==> config.mk <==
export PLATFORM = sky130hd
export DESIGN_NAME = display_scan_ctrl
export DESIGN_NICKNAME = d
export VERILOG_FILES = /design/src/rtl/display_scan_ctrl.sv
export SDC_FILE = /design/constraint.sdc
export NUM_CORES = 1
export LEC_CHECK = 0
export CELL_PAD_IN_SITES_DETAIL_PLACEMENT = 2
export CELL_PAD_IN_SITES_GLOBAL_PLACEMENT = 2
export CORE_ASPECT_RATIO = 0.8
export CORE_MARGIN = 2
export CORE_UTILIZATION = 39
export CTS_CLUSTER_SIZE = 20
export DETAILED_ROUTE_END_ITERATION = 8
export PLACE_DENSITY = 0.78
export REMOVE_ABC_BUFFERS = 1
export SETUP_SLACK_MARGIN = 0.3
export SLEW_MARGIN = 10
export SYNTH_ARGS = -nofsm -noshare
export SYNTH_HDL_FRONTEND = slang
export SYNTH_SLANG_ARGS = --single-unit
==> constraint.sdc <==
create_clock -name clk -period 2.3 [get_ports clk]
set_clock_uncertainty 0.05 [all_clocks]
set_input_delay 0.69 -clock clk [delete_from_list [all_inputs] [get_ports clk]]
set_output_delay 0.69 -clock clk [all_outputs]
set_load 0.01 [all_outputs]
==> src/rtl/display_scan_ctrl.sv <==
// display_scan_ctrl: time-multiplexed 7-segment scan controller.
// Steps a digit index through DIGITS slots of PRESCALE cycles each. Every
// slot starts with BLANK dark cycles to stop ghosting between digits.
// Host data is written into a pending buffer. That buffer is copied into the
// active buffer only at a frame wrap, so a frame is never shown half old and
// half new.
// Optional: define DISPLAY_SCAN_LZB_EN to add leading-zero blanking.
module display_scan_ctrl #(
   parameter int DIGITS   = 4,
   parameter int PRESCALE = 1000,
   parameter int BLANK    = 16
) (
   input  logic                  clk,
   input  logic                  rst_n,
   input  logic                  run,
   input  logic                  load,
   input  logic [4*DIGITS-1:0]   data_in,
   input  logic [DIGITS-1:0]     dp_in,
   input  logic [DIGITS-1:0]     en_in,
   output logic [3:0]            nib_out,
   output logic                  dp_out,
   output logic [DIGITS-1:0]     dig_sel_n,
   output logic                  frame_done
);

   localparam int CW = $clog2(PRESCALE);
   localparam int IW = $clog2(DIGITS);

   logic [CW-1:0]          cnt_q, cnt_d;
   logic [IW-1:0]          idx_q, idx_d;
   logic                   tick, wrap;

   logic [4*DIGITS-1:0]    pend_data_q, pend_data_d;
   logic [DIGITS-1:0]      pend_dp_q, pend_dp_d;
   logic [DIGITS-1:0]      pend_en_q, pend_en_d;
   logic                   pend_valid_q, pend_valid_d;

   logic [4*DIGITS-1:0]    act_data_q, act_data_d;
   logic [DIGITS-1:0]      act_dp_q, act_dp_d;
   logic [DIGITS-1:0]      act_en_q, act_en_d;
   logic                   act_upd;
   logic [DIGITS-1:0][3:0] act_nib;

   logic [3:0]             nib_q, nib_d;
   logic                   dp_q, dp_d;
   logic [DIGITS-1:0]      sel_n_q, sel_n_d;
   logic                   fd_q, fd_d;
   logic [DIGITS-1:0]      vis;

   assign act_nib = act_data_q;

   // Prescaler and digit index: both hold while run is low
   always_comb begin
      tick  = run && (cnt_q == CW'(PRESCALE - 1));
      wrap  = tick && (idx_q == IW'(DIGITS - 1));
      cnt_d = cnt_q;
      idx_d = idx_q;
      if (run) begin
         cnt_d = tick ? '0 : cnt_q + CW'(1);
      end
      if (tick) begin
         idx_d = wrap ? '0 : idx_q + IW'(1);
      end
   end

   // Double buffer: load fills pending; only a wrap moves data into active.
   // A load on the wrap cycle goes straight to active.
   always_comb begin
      pend_data_d  = pend_data_q;
      pend_dp_d    = pend_dp_q;
      pend_en_d    = pend_en_q;
      pend_valid_d = pend_valid_q;
      act_data_d   = act_data_q;
      act_dp_d     = act_dp_q;
      act_en_d     = act_en_q;
      act_upd      = wrap && (load || pend_valid_q);
      if (load) begin
         pend_data_d  = data_in;
         pend_dp_d    = dp_in;
         pend_en_d    = en_in;
         pend_valid_d = 1'b1;
      end
      if (act_upd) begin
         act_data_d   = load ? data_in : pend_data_q;
         act_dp_d     = load ? dp_in   : pend_dp_q;
         act_en_d     = load ? en_in   : pend_en_q;
         pend_valid_d = 1'b0;
      end
   end

`ifdef DISPLAY_SCAN_LZB_EN
   logic [DIGITS-1:0] keep_q, keep_d;

   // Keep digit 0, any digit with dp set, and every digit at or below the
   // most significant nonzero digit
   always_comb begin : p_keep
      logic seen;
      seen   = 1'b0;
      keep_d = '0;
      for (int k = DIGITS - 1; k >= 0; k--) begin
         if (act_data_d[4*k +: 4] != 4'h0) begin
            seen = 1'b1;
         end
         keep_d[k] = seen | act_dp_d[k] | (k == 0);
      end
   end

   // The blanking mask only changes when the active buffer changes
   always_ff @(posedge clk or negedge rst_n) begin
      if (!rst_n) begin
         keep_q <= DIGITS'(1);
      end else if (act_upd) begin
         keep_q <= keep_d;
      end
   end

   assign vis = keep_q;
`else
   assign vis = '1;
`endif

   // Output values for the current index and count; they are registered below
   always_comb begin
      nib_d   = act_nib[idx_q];
      dp_d    = act_dp_q[idx_q];
      sel_n_d = '1;
      if (run && (cnt_q >= CW'(BLANK)) && act_en_q[idx_q] && vis[idx_q]) begin
         sel_n_d[idx_q] = 1'b0;
      end
      fd_d    = wrap;
   end

   // State and output registers
   always_ff @(posedge clk or negedge rst_n) begin
      if (!rst_n) begin
         cnt_q        <= '0;
         idx_q        <= '0;
         pend_data_q  <= '0;
         pend_dp_q    <= '0;
         pend_en_q    <= '0;
         pend_valid_q <= 1'b0;
         act_data_q   <= '0;
         act_dp_q     <= '0;
         act_en_q     <= '0;
         nib_q        <= '0;
         dp_q         <= 1'b0;
         sel_n_q      <= '1;
         fd_q         <= 1'b0;
      end else begin
         cnt_q        <= cnt_d;
         idx_q        <= idx_d;
         pend_data_q  <= pend_data_d;
         pend_dp_q    <= pend_dp_d;
         pend_en_q    <= pend_en_d;
         pend_valid_q <= pend_valid_d;
         act_data_q   <= act_data_d;
         act_dp_q     <= act_dp_d;
         act_en_q     <= act_en_d;
         nib_q        <= nib_d;
         dp_q         <= dp_d;
         sel_n_q      <= sel_n_d;
         fd_q         <= fd_d;
      end
   end

   assign nib_out    = nib_q;
   assign dp_out     = dp_q;
   assign dig_sel_n  = sel_n_q;
   assign frame_done = fd_q;

endmodule

---- Word level (Yosys, flattened, before mapping) ----
Index checks and enable logic that the tools add are counted.
word-level totals
  register bits after elaboration ......... 71
  bits in latches ......................... 0
  bits in writable memories ............... 0
  bits in read-only memories .............. 0
  bits of input ports ..................... 28
  output and inout bits ................... 10
  logic and storage cells ................. 48
  memories kept ........................... 0
cells by class
  add/subtract/negate cells ............... 2
  $mul .................................... 0
  div/mod/pow operators ................... 0
  $lt $le $gt $ge ......................... 3
  eq/ne operators ......................... 2
  shifts and indexed selects .............. 0
  muxes and demuxes ....................... 18
  bitwise gates (word level) .............. 1
  reductions and logical operators ........ 9
operators by type and width
  kind                     count
  $mux W16                 1
  $mux W4                  4
  $add A10 B1 Y10 const B  1
  $eq A10 B10 Y1 const B   1
  $ge A10 B5 Y1 const B    1
  $mux W10                 1
  $bmux W4 S2              1
  $logic_and A1 B1 Y1      7
  $bmux W1 S2              3
  $mux W1                  6
  $not A4 Y4               1
  $lt A2 B3 Y1 const B     1
  $add A2 B1 Y2 const B    1
  $demux W1 S2             1
  $eq A2 B2 Y1 const B     1
  $ge A2 B1 Y1 const B     1
  $mux W2                  1
  $reduce_bool A2 Y1       1
  $logic_or A1 B1 Y1       1

---- Depth between registers and ports, before layout ----
Gate-level depths: netlist of the first run.
  word-level depth ........................ 6
  depth in mapped cells ................... 5
  gate-level depth less buffers ........... 4

---- Least setup slack after synthesis of the first run ----
Ideal clock, no wire load.
  path type ............................... input to register
  from .................................... input run
  to ...................................... register act_data_q[0]
  library setup time ...................... 0.125 ns
  data arrival time ....................... 1.955 ns
  data required time ...................... 2.125 ns
  slack ................................... 0.170 ns
  stages on the path ...................... 5
  buffers on the path ..................... 2
  cell sequence ........................... buf_2 -> nand4_2 -> nor4_4 -> buf_6 -> mux2_2
between the ends
  cells in the longest elaborated chain, start to end .. 3
ends and longest elaborated chain
  what                  line  text
  start, declared       15    input logic run,
  $logic_and A1 B1 Y1   54    tick = run && (cnt_q == CW'(PRESCALE - 1));
  $logic_and A1 B1 Y1   55    wrap = tick && (idx_q == IW'(DIGITS - 1));
  $logic_and A1 B1 Y1   76    act_upd = wrap && (load || pend_valid_q);
  end signal, assigned  156   act_data_q <= act_data_d;
  end, declared         38    logic [4*DIGITS-1:0] act_data_q, act_data_d;
No other way between the ends.
A chain may end at the register's enable or synchronous reset.

---- Worst setup path in the final report of the first run ----
  from .................................... register nib_q[1], in the netlist nib_out[1]
  to ...................................... output nib_out[1]
RTL lines
  what                    line  text
  start, declared         44    logic [3:0] nib_q, nib_d;
  start signal, assigned  159   nib_q <= nib_d;
  end, declared           20    output logic [3:0] nib_out,
No word-level cell between the ends.

==> flow_summary.yaml, run 1 <==
cells_and_area:
  fin_nets: 288
  final_util_pct: 51.6
  final.fill_count: 689
  area_delta_synth_final_pct: 28.0
  stdcell_count: 363
  final_common_cell: "dfrtp_1"
  antenna_cells: 0
  regArea_um2: 1780
  multiInputGateArea_um2: 1130
  drive_above_1_share_pct: 37.2
  final_cell_mix: "67 x dfrtp_1, 48 x mux2_2, 28 x clkdlybuf4s50_1, 10 x buf_4"
worst_setup_path:
  setup.worst_path.class: "reg2out"
  cpLargestDelayFamily: "buffers and inverters"
  cp.arrival_ns: 1.22
  path_buf_inv: 1
  cp_slowest_stage_delay_ns: 0.54
  crit_required_ns: 1.56
  crit_path_start_kind: "register"
  critPathSlowestCell: "clkdlybuf4s50_1"
  reg2reg_slack_ns: 0.41
  cp_max_fo: 1
  critPathCaptureType: "output pin"
  cp_cell_sequence: "clkdlybuf4s50_1"
power_and_ir_drop:
  p_leak_nw: 1.69
  vdd_drop_max_uv: 386
  powerDensity_nw_per_um2: 752
hold_path:
  hold_path_class: "in2async"
floorplanning:
  die_area_um2: 8360
  core_um2: 7390
  dieWidth_um: 102
  ios: 38
  die_h_um: 82.2
  start_util_pct: 40.3
  num_rows: 28
cts:
  clock_latency_ns: 0.35
  cts_hold_buf: 0
  cts_root_buf: "clkbuf_8"
  cts_tree: "built"
  cts_sinks: 71
  clockBufferDepth: 2
  clk_pin_slew_ns: 0.07
  cts_max_level: 3
  cts_made_buffers: 9
run:
  cap_violations: 0
logic_synthesis:
  ys.flop_type: "dfrtp_1"
  synth_seq_area_share_pct: 59.8
  async_flop_share_pct: 100
  avgSynthCellArea_um2: 14.9
  yosysTopAreaCell: "dfrtp_1"
  synthTopCellsByArea: "dfrtp_1 56%, mux2_2 18%, mux4_2 4.5%"
  ys_types: 36
  netlist_instances: 200
  syn_area_um2: 2980
  yosysWarnings: 0
  synth_enable_flop_cells: 0
  synth_seq_cells: 71
  synth_top_area_share_pct: 56.3
place:
  dp_hpwl_um: 4460
  portBuffers: 37
  gp_congestion: 0.774
  dp_slack_ns: -0.138
  dp_cells: 344
outcome:
  status: "finished, final reports clean"
sta:
  finalSetupViolCount: 0
  timing.final.crit_period_ns: 1.96
  worstMarginPinSlew_ns: 0.427
  whs_ns: 0.177
  timing.final.crit_share_pct: 85.0
  timing.fmax_mhz: 511
  slew_headroom_pct: 71.2
  finalMaxSlewViolations: 0
  rsz0062_at_grt: "yes"
  hold_viol: 0
  finalWorstSetupSlack_ns: 0.345
grt:
  grt_usage_pct: 19.9
  antenna_found_initial: 0
  grt_overflow_total: 0
  grt_max_degree: 60
  grt_pass1_vias: 2145
  grt_pass1_wl_um: 11900
routing:
  drt_iter0_drc: 36
  wl_um: 7090
  route.detailed.drc: 0
  wl_per_cell_um: 19.5
  ant_nets: 0
  dr.pass1.iters: 4
  viasPerCell: 4.94
  vias: 1795
sequential cells by signal, indices dropped and copies added, names as in the netlist:
signal,cells
act_data_q,16
act_dp_q,4
act_en_q,4
cnt_q,10
dig_sel_n,4
dp_out,1
frame_done,1
idx_q,2
nib_out,4
pend_data_q,16
pend_dp_q,4
pend_en_q,4
pend_valid_q,1
per-stage QoR:
stage | total power [mW] | area, um2 | setup TNS [ns]
detailed placement | 1.80 | 3530 | -3.07
global placement | 1.78 | 3530 | -2.60
finish | 2.87 | 3810 | 0
CTS | 2.88 | 3800 | 0
global route | 3.00 | 3810 | 0
floorplan | 1.62 | 2930 | -2.57
power breakdown:
group	leakage, nW	total, mW	internal [mW]	switching (mW)
registers	0.893	1.41	1.33	0.0760
logic	0.687	0.378	0.191	0.187
clock network	0.105	1.08	0.602	0.476
total	1.69	2.87	2.13	0.739
cells by family after synthesis:
logic type	synth area share (%)
mux	23.4
compound gates	3.15
fa+ha+maj	2.52
xor+xnor	0.882
buf+inv	2.56
flops	59.8
simple gates	7.64
what timing repair did:
item	in CTS	in global routing
setup endpoints to repair	33	25
hold endpoints to repair	0	0
pin swaps	1	1
resized for setup	11	4
cloned	2	0
buffers inserted	2	0
cells in the mapped netlist, types with 2 or more instances:
cell type	instances
dfrtp_1	67
mux2_2	48
nand2_1	9
ha_1	6
inv_1	6
mux4_2	6
o21ai_0	6
nand3_1	5
dfstp_2	4
or4_1	4
buf_2	3
nand4_1	3
xnor2_1	3
a21oi_1	2
buf_1	2
buf_6	2
mux2_1	2
nor2_1	2
o211ai_1	2
or3_1	2
path summary, 6_finish.rpt:
path                             start              end  cells after the start
setup / recovery            nib_out[1]       nib_out[1]                      1
hold / removal                   rst_n  pend_data_q[13]                      1
setup reg to reg              cnt_q[7]      act_dp_q[0]                      5
hold reg to reg            act_en_q[2]      act_en_q[2]                      1
max in group asynchronous        rst_n     dig_sel_n[1]                      2
min in group clk           act_en_q[2]      act_en_q[2]                      1
layer usage:
metal / part of all wire [%] / global-route usage [%]
met2: 51 / 35.1
met1: 45 / 23.9
met3: 2.5 / 5.05
met5: 0 / 0
met4: 1.3 / 6.89
cell type report:
cell class                      instances  share of cell area [%]
Inverter                                6                   0.591
Tap cell                              105                    3.44
Timing Repair Buffer                   52                    14.0
Sequential cell                        71                    46.7
Clock inverter                          6                    2.26
Multi-Input combinational cell        114                    29.8
Clock buffer                            9                    3.25
(Power assumes the default switching activity.)
==> inputs of run 2 (changes only) <==
==> constraint.sdc (replaced) <==
create_clock -name clk -period 2.3 [get_ports clk]
set_clock_uncertainty 0.05 [all_clocks]
set_input_delay 0.69 -clock clk [delete_from_list [all_inputs] [get_ports clk]]
set_output_delay 0.69 -clock clk [all_outputs]
set_load 0.02 [all_outputs]
==> flow_summary.yaml, run 2 (synthesized netlist as in run 1, its figures left out) <==
routing:
  dr.pass1.iters: 4
  viasPerCell: 4.98
  wl_um: 7070
  route.detailed.drc: 0
  wl_met3_um: 184
  met2WireLength_um: 3650
  wl_met1_um: 3140
  routed.top_layer: "met4"
  wl_per_cell_um: 19.5
  ant_nets: 0
  vias: 1807
  drt_iter0_drc: 36
worst_setup_path:
  cpLargestDelayFamily: "flip-flops"
  cp_max_fo: 1
  path_buf_inv: 1
  cp.arrival_ns: 1.19
  cp_cell_sequence: "dlygate4sd2_1"
  setup.worst_path.class: "reg2out"
  cp_slowest_stage_delay_ns: 0.52
  critPathSlowestCell: "dfstp_2"
  crit_path_start_kind: "register"
  crit_required_ns: 1.56
  timing.rr.start: "idx_q[0]"
  critPathCaptureType: "output pin"
  startpoint: "dig_sel_n[0]"
sta:
  timing.final.crit_share_pct: 83.9
  timing.fmax_mhz: 518
  timing.final.crit_period_ns: 1.93
  worstMarginPinSlew_ns: 0.427
  rsz0062_at_grt: "no"
  finalWorstSetupSlack_ns: 0.370
  setup_tns_ns: 0
  slew_headroom_pct: 71.2
  finalMaxSlewViolations: 0
  hold_viol: 0
  finalSetupViolCount: 0
cells_and_area:
  antenna_cells: 0
  final.fill_count: 694
  area_delta_synth_final_pct: 27.8
  drive_above_1_share_pct: 38.0
  fin_nets: 288
  final_common_cell: "dfrtp_1"
  reg_top3: "act_data_q (16), pend_data_q (16), cnt_q (10)"
  final_cell_mix: "65 x dfrtp_1, 48 x mux2_2, 24 x clkdlybuf4s50_1, 12 x dlygate4sd2_1, 10 x buf_4"
cts:
  cts_made_buffers: 9
  cts_tree: "built"
  clockBufferDepth: 2
  cts_max_level: 3
  cts_sinks: 71
  clk_pin_slew_ns: 0.07
  cts_root_buf: "clkbuf_8"
  clock_latency_ns: 0.35
power_and_ir_drop:
  internal_power_mw: 2.13
  power_frac_seq_pct: 49.2
  sw_frac_of_total_pct: 25.8
  p_leak_nw: 1.69
  pwr-share-clk_pct: 37.6
  powerDensity_nw_per_um2: 753
  p_comb_share_pct: 13.2
  vdd_drop_max_uv: 386
  power_switching_mw: 0.739
grt:
  grt_pass1_wl_um: 12000
  grt_pass1_vias: 2148
  grt_overflow_total: 0
  grt_max_degree: 60
  grt_usage_pct: 19.9
  antenna_found_initial: 0
hold_path:
  hold_path_class: "in2async"
floorplanning:
  num_rows: 28
  core_um2: 7390
  die_h_um: 82.2
  dieWidth_um: 102
  start_util_pct: 40.3
  die_area_um2: 8360
  ios: 38
place:
  gp_congestion: 0.774
  dp_slack_ns: -0.138
  portBuffers: 37
  dp_hpwl_um: 4460
outcome:
  status: "finished, final reports clean"
run:
  cap_violations: 0
run 2: repair_timing:
| action | in CTS | in global routing |
|---|---|---|
| endpoints found under the setup margin | 38 | 24 |
| hold buffers | 0 | 0 |
| buffers inserted | 2 | 0 |
| endpoints found under the hold margin | 0 | 0 |
| gates resized for setup | 16 | 5 |
| cloned | 2 | 0 |
| pin swaps | 1 | 1 |
run 2: area by class of cell:
cell class / instances / area [um2] / share of cell area (%)
tap: 105 / 131 / 3.45
sequential: 71 / 1780 / 46.9
timing repair buffer: 52 / 524 / 13.8
clock buffer: 9 / 124 / 3.25
multi-input combinational: 114 / 1130 / 29.8
inverter: 6 / 22.5 / 0.592
clock inverter: 6 / 86.3 / 2.27
run 2: worst paths after layout:
kind                                    to  slack (ns)  cells past startpoint
setup reg to reg               act_dp_q[0]        0.43                      6
hold / removal             pend_data_q[13]        0.18                      1
min in group clk               act_en_q[2]        0.45                      1
setup / recovery              dig_sel_n[0]        0.37                      1
hold reg to reg                act_en_q[2]        0.45                      1
max in group asynchronous     dig_sel_n[2]        1.37                      2
run 2: power groups by stage:
stage / registers [mW] / clock network [mW] / logic (mW)
3_5_place_dp: 1.43 / 0 / 0.374
2_1_floorplan: 1.41 / 0 / 0.206
3_3_place_gp: 1.42 / 0 / 0.355
6_report: 1.41 / 1.08 / 0.378
4_1_cts: 1.41 / 1.10 / 0.377
5_1_grt: 1.42 / 1.15 / 0.423
run 2: layer usage:
metal | up-vias | global-route usage, %
met4 | 0 | 6.89
met5 | - | 0
li1 | 833 | -
met3 | 6 | 5.05
met1 | 938 | 23.9
met2 | 30 | 35.2
run 2: stage by stage:
| stage | util, % | hold slack [ns] | cell area [um2] | cells | power (mW) |
|---|---|---|---|---|---|
| finish | 51.5 | 0.176 | 3810 | 363 | 2.87 |
| global route | 51.5 | 0.166 | 3810 | 363 | 3.00 |
| CTS | 51.3 | 0.168 | 3790 | 363 | 2.88 |
| detailed placement | 47.7 | 0.434 | 3530 | 344 | 1.80 |
| global placement | 47.7 | 0.418 | 3530 | 344 | 1.78 |
| floorplan | - | 0.344 | 2930 | 191 | 1.62 |
